### config.mk
export PLATFORM = sky130hd
export DESIGN_NAME = fetch_redirect_controller
export DESIGN_NICKNAME = d
export VERILOG_FILES = /design/src/rtl/fetch_redirect_controller.sv
export SDC_FILE = /design/constraint.sdc
export NUM_CORES = 1
export LEC_CHECK = 0
export ABC_AREA = 1
export BUFFER_PORTS_ARGS = -buffer_cell sky130_fd_sc_hd__buf_2
export CAP_MARGIN = 5
export CORE_MARGIN = 2
export CORE_UTILIZATION = 45
export DETAILED_ROUTE_END_ITERATION = 8
export GPL_ROUTABILITY_DRIVEN = 0
export HOLD_SLACK_MARGIN = 0.06
export PLACE_DENSITY_LB_ADDON = 0.25
export SLEW_MARGIN = 0
export SYNTH_ARGS = -nofsm -noshare
export SYNTH_HDL_FRONTEND = slang
export SYNTH_SLANG_ARGS = --single-unit
export TNS_END_PERCENT = 10
### constraint.sdc
create_clock -name clock -period 1.9 [get_ports clock]
set_input_delay 0.38 -clock clock [delete_from_list [all_inputs] [get_ports clock]]
set_output_delay 0.38 -clock clock [all_outputs]
set_load 0.05 [all_outputs]
### src/rtl/fetch_redirect_controller.sv
`default_nettype none
// ============================================================================
// fetch_redirect_controller
// Fetch sequencer with branch redirect, stale-response discard and a one-entry
// skid buffer. Define REDIRECT_COUNTER_EN to add the redirect_count output.
// Revision: 1.0
// ============================================================================

package fetch_redirect_pkg;
    typedef enum logic {
        PcPlus4             = 1'b0,
        PcOrReadDataPlusImm = 1'b1
    } pc_src_t;
endpackage

module fetch_redirect_controller
    import fetch_redirect_pkg::*;
#(
    parameter int unsigned      Width       = 64,
    parameter logic [Width-1:0] ResetVector = '0
) (
    input  logic             clock,
    input  logic             reset_n,
    input  pc_src_t          pc_src,
    input  logic [Width-1:0] branch_target,
    input  logic             stall,
    output logic             fetch_req,
    output logic [Width-1:0] fetch_addr,
    input  logic             fetch_ack,
    input  logic [31:0]      fetch_data,
    output logic             inst_valid,
    output logic [31:0]      inst,
    output logic [Width-1:0] inst_pc,
    output logic             flush
`ifdef REDIRECT_COUNTER_EN
    ,
    output logic [31:0]      redirect_count
`endif
);

    typedef enum logic [1:0] {
        IDLE    = 2'd0,
        REQ     = 2'd1,
        DISCARD = 2'd2,
        HOLD    = 2'd3
    } state_t;

    localparam logic [Width-1:0] PcStep = Width'(4);

    state_t           state_q, state_d;
    logic [Width-1:0] pc_q, pc_d;
    logic [Width-1:0] addr_q, addr_d;
    logic             inst_valid_q, inst_valid_d;
    logic [31:0]      inst_q, inst_d;
    logic [Width-1:0] inst_pc_q, inst_pc_d;
    logic [31:0]      skid_inst_q, skid_inst_d;
    logic [Width-1:0] skid_pc_q, skid_pc_d;
    logic             redirect;

    assign redirect   = (pc_src == PcOrReadDataPlusImm);
    assign flush      = redirect;
    assign fetch_req  = (state_q == REQ) || (state_q == DISCARD);
    // DISCARD keeps presenting the abandoned address until its ack arrives
    assign fetch_addr = (state_q == DISCARD) ? addr_q : pc_q;
    assign inst_valid = inst_valid_q;
    assign inst       = inst_q;
    assign inst_pc    = inst_pc_q;

    always_comb begin
        state_d      = state_q;
        pc_d         = pc_q;
        addr_d       = addr_q;
        inst_valid_d = inst_valid_q & stall;
        inst_d       = inst_q;
        inst_pc_d    = inst_pc_q;
        skid_inst_d  = skid_inst_q;
        skid_pc_d    = skid_pc_q;

        case (state_q)
            IDLE: state_d = REQ;
            REQ: begin
                if (fetch_ack && !redirect) begin
                    pc_d = pc_q + PcStep;
                    if (stall && inst_valid_q) begin
                        skid_inst_d = fetch_data;
                        skid_pc_d   = pc_q;
                        state_d     = HOLD;
                    end else begin
                        inst_d       = fetch_data;
                        inst_pc_d    = pc_q;
                        inst_valid_d = 1'b1;
                    end
                end else if (redirect && !fetch_ack) begin
                    addr_d  = pc_q;
                    state_d = DISCARD;
                end
            end
            DISCARD: begin
                if (fetch_ack) begin
                    state_d = REQ;
                end
            end
            HOLD: begin
                if (redirect) begin
                    state_d = REQ;
                end else if (!stall) begin
                    inst_d       = skid_inst_q;
                    inst_pc_d    = skid_pc_q;
                    inst_valid_d = 1'b1;
                    state_d      = REQ;
                end
            end
            default: state_d = IDLE;
        endcase

        if (redirect) begin
            pc_d         = branch_target;
            inst_valid_d = 1'b0;
            skid_inst_d  = '0;
            skid_pc_d    = '0;
        end
    end

    always_ff @(posedge clock or negedge reset_n) begin
        if (!reset_n) begin
            state_q      <= IDLE;
            pc_q         <= ResetVector;
            addr_q       <= '0;
            inst_valid_q <= 1'b0;
            inst_q       <= '0;
            inst_pc_q    <= '0;
            skid_inst_q  <= '0;
            skid_pc_q    <= '0;
        end else begin
            state_q      <= state_d;
            pc_q         <= pc_d;
            addr_q       <= addr_d;
            inst_valid_q <= inst_valid_d;
            inst_q       <= inst_d;
            inst_pc_q    <= inst_pc_d;
            skid_inst_q  <= skid_inst_d;
            skid_pc_q    <= skid_pc_d;
        end
    end

`ifdef REDIRECT_COUNTER_EN
    logic [31:0] redirect_count_q, redirect_count_d;

    assign redirect_count_d = redirect_count_q + {31'd0, redirect};
    assign redirect_count   = redirect_count_q;

    always_ff @(posedge clock or negedge reset_n) begin
        if (!reset_n) begin
            redirect_count_q <= '0;
        end else begin
            redirect_count_q <= redirect_count_d;
        end
    end
`endif

endmodule

`default_nettype wire

==> results.yml <==
global_routing:
  grt_max_degree: 91
  grt_pass1_vias: 14778
  grt_antenna_before_repair: 1
  gr-usage-all-layers: 0.281
  overflow: 0
  grt_first_pass_wirelength_microns: 80900
synth:
  synth_area_leaders: "dfrtp_1, nand2_1, o21ai_0"
  yosys_warnings: 0
  yosysTopAreaCell: "dfrtp_1"
  yosysTopAreaCellShare: 0.508
  syn_area_per_cell_sq_um: 7.81
  synth_seq_cells: 323
  synth_area_sq_um: 15900
  syn-instance-count: 2035
  syn_nets: 2140
  ys_seq_area_frac: 0.508
  ys_types: 37
critical_path:
  path_class: "reg2out"
  r2r_end: "inst_pc[42]$_DFFE_PN0P_"
  crit_path_end_kind: "primary output"
  reg2reg_slack_ns: -0.02
  r2r-start: "state_q[1]$_DFFE_PN0P_"
  crit_fanout: 7
  cp.required_ns: 1.52
  critical_path.startpoint_type: "flop"
  cp.arrival_ns: 1.88
  r2r.worst_path.cells: 8
worst_hold_path:
  hold_depth: 3
  hold_path.class: "in2reg"
  min_to: "pc_q[6]$_DFFE_PN0N_"
  worstHoldStart: "branch_target[6]"
clock_network:
  cts_root_buffer: "clkbuf_16"
  path_clk_slew_ns: 0.06
  clock-sinks: 323
  cts.htree.levels: 2
  cts_tree: "built"
  clock_latency_ns: 0.53
  cts_made_buffers: 37
  cts_buffer_depth: 3
power_and_ir_drop:
  clkPwrFrac: 0.189
  p_switching_mw: 17.7
  internal_power_mw: 19.6
  leakagePower_nw: 9.49
  switching_share: 0.474
  finalPower_mw: 37.3
  p_seq_frac: 0.282
  p_per_area_nw_per_um2: 1770
  vdd_drop_max_uv: 1400
  p_comb_frac: 0.529
sta:
  finalSetupTns_ns: -19.80
  timing.fmax_ghz: 0.443
  rsz0062_at_grt: "true"
  worst_slew_pin_slew_ns: 0.555
  finClkSkew_ns: 0.0235
  fin_crit_sh: 1.19
  relSlewSlack: 0.630
  period_needed_ns: 2.26
  final.setup.worst_slack_ns: -0.356
  report.final.hold_viol_count: 0
  setup_viol: 73
  slew_violations: 0
floorplan:
  ios: 264
  initial_core_util: 0.458
  die_x_microns: 192
  rows: 68
  dieArea_sq_um: 36900
  core_region_area_sq_um: 34700
  die_h_microns: 192
placed_design:
  io_buffer_count: 263
  dp_hpwl_microns: 35500
  dp.cells: 2744
routing:
  num_vias: 15492
  vias_per_cell: 5.48
  wirelength_microns: 52400
  drt_iter0_drc: 1342
  dr.pass1.iters: 6
  drc: 0
  ant_nets: 0
  wl_per_cell_microns: 18.6
final_layout:
  drive_above_1_share: 0.254
  stdcell_count: 2825
  area_growth_pct: 32.9
  final_nets: 2449
run_status:
  status: "finished, violations left"
  violations: "setup timing"
flow_run:
  maxCapViolations: 0
## synthesized netlist by cell type, drive strengths merged
cell type    n
or2          1
a31o         1
nor3         8
a211oi       1
nand3      120
clkbuf      70
a21oi      133
a41oi        1
xnor2        1
o21ai      304
clkinv       1
o21bai       7
o22ai       47
xor2        17
nand2      484
ha           4
nand4       18
o211ai      13
nand3b       1
nor2       229
a31oi        1
o221ai       8
inv        193
a32oi        1
buf         48
dfrtp      323
## per-layer routing
layer  global-route usage  part of all wire  vias up
met3               0.0311             0.068      131
met1                0.392              0.43     7415
met5                    0                 0        -
li1                     -                 -     7291
met4                0.110             0.037        0
met2                0.450              0.47      655
## layout by cell type (no fill, tap or decap), types with 42 or more instances in the layout
| master | netlist | routed |
|---|---|---|
| a21oi_1 | 113 | 112 |
| nand3_1 | 120 | 119 |
| buf_4 | 9 | 86 |
| nor2_1 | 219 | 208 |
| clkbuf_16 | 0 | 42 |
| dfrtp_1 | 323 | 317 |
| o21ai_0 | 297 | 226 |
| buf_2 | 26 | 197 |
| inv_1 | 192 | 187 |
| buf_6 | 8 | 52 |
| nand2_1 | 482 | 460 |
## critical path, stage by stage (launching register included)
cell and delay, ns:
dfrtp_2 0.41, inv_2 0.06, ha_4 0.25, buf_6 0.16, clkbuf_16 0.17, nand2_2 0.05, o21ai_2 0.06, buf_6 0.17
## sequential cells by signal (all words and copies together) (netlist names)
signal,count
inst_valid,1
inst_pc,64
state_q,2
pc_q,64
addr_q,64
skid_pc_q,64
skid_inst_q,32
inst,32
## power groups by stage
stage | Clock (mW) | Combinational, mW | Sequential, mW
floorplan | 0 | 9.08 | 13.9
global placement | 0 | 17.2 | 10.5
detailed placement | 0 | 17.5 | 10.5
CTS | 7.14 | 19.2 | 10.4
global route | 7.42 | 21.2 | 10.8
finish | 7.07 | 19.7 | 10.5
## per-stage QoR
| step | hold slack (ns) | utilization | cell area [sq um] | setup slack, ns |
|---|---|---|---|---|
| finish | 0.100 | 0.609 | 21100 | -0.356 |
| global route | 0.106 | 0.609 | 21100 | -0.417 |
| CTS | 0.0827 | 0.597 | 20700 | -0.373 |
| detailed placement | 0.370 | 0.539 | 18700 | -0.0250 |
| global placement | 0.370 | 0.539 | 18700 | 0.0284 |
| floorplan | 0.0844 | - | 16100 | -0.198 |
## worst max path at each step
stage	end	from	slack (ns)
finish	fetch_addr[37]	state_q[0]$_DFFE_PN0P_	-0.36
global route	fetch_addr[20]	state_q[0]$_DFFE_PN0P_	-0.42
CTS	fetch_addr[42]	state_q[0]$_DFFE_PN0P_	-0.37
detailed placement	inst_pc[33]$_DFFE_PN0P_	state_q[1]$_DFFE_PN0P_	-0.03
global placement	pc_q[32]$_DFFE_PN0N_	pc_q[6]$_DFFE_PN0N_	0.03
floorplan	fetch_addr[27]	state_q[0]$_DFFE_PN0P_	-0.20
## cell type report
class                           count  area [sq um]
Antenna cell                        2          5.00
Clock inverter                     11           114
Fill cell                        3020         13600
Tap cell                          455           569
Multi-Input combinational cell   1400          7250
Sequential cell                   323          8090
Inverter                          194           729
Timing Repair Buffer              388          3300
Clock buffer                       52          1070
## timing repair
item                                    in CTS  in global routing
pin swaps                                   30                  9
resized for setup                          159                 97
hold endpoints to repair                    41                  0
endpoints found under the setup margin     151                306
setup buffers                                5                  1
cloned                                       7                  3
hold buffers                                 1                  0
## cells by family (layout without fill, tap and decap cells)
kind of cell,count (synthesis),in the layout,share of synthesized area
buf+inv,312,645,0.0817
simple gates,861,861,0.219
flops,323,323,0.508
fa+ha+maj,4,4,0.00315
xor+xnor,18,18,0.00991
compound gates,517,517,0.178
other cells,0,2,0
(Power assumes the default switching activity.)
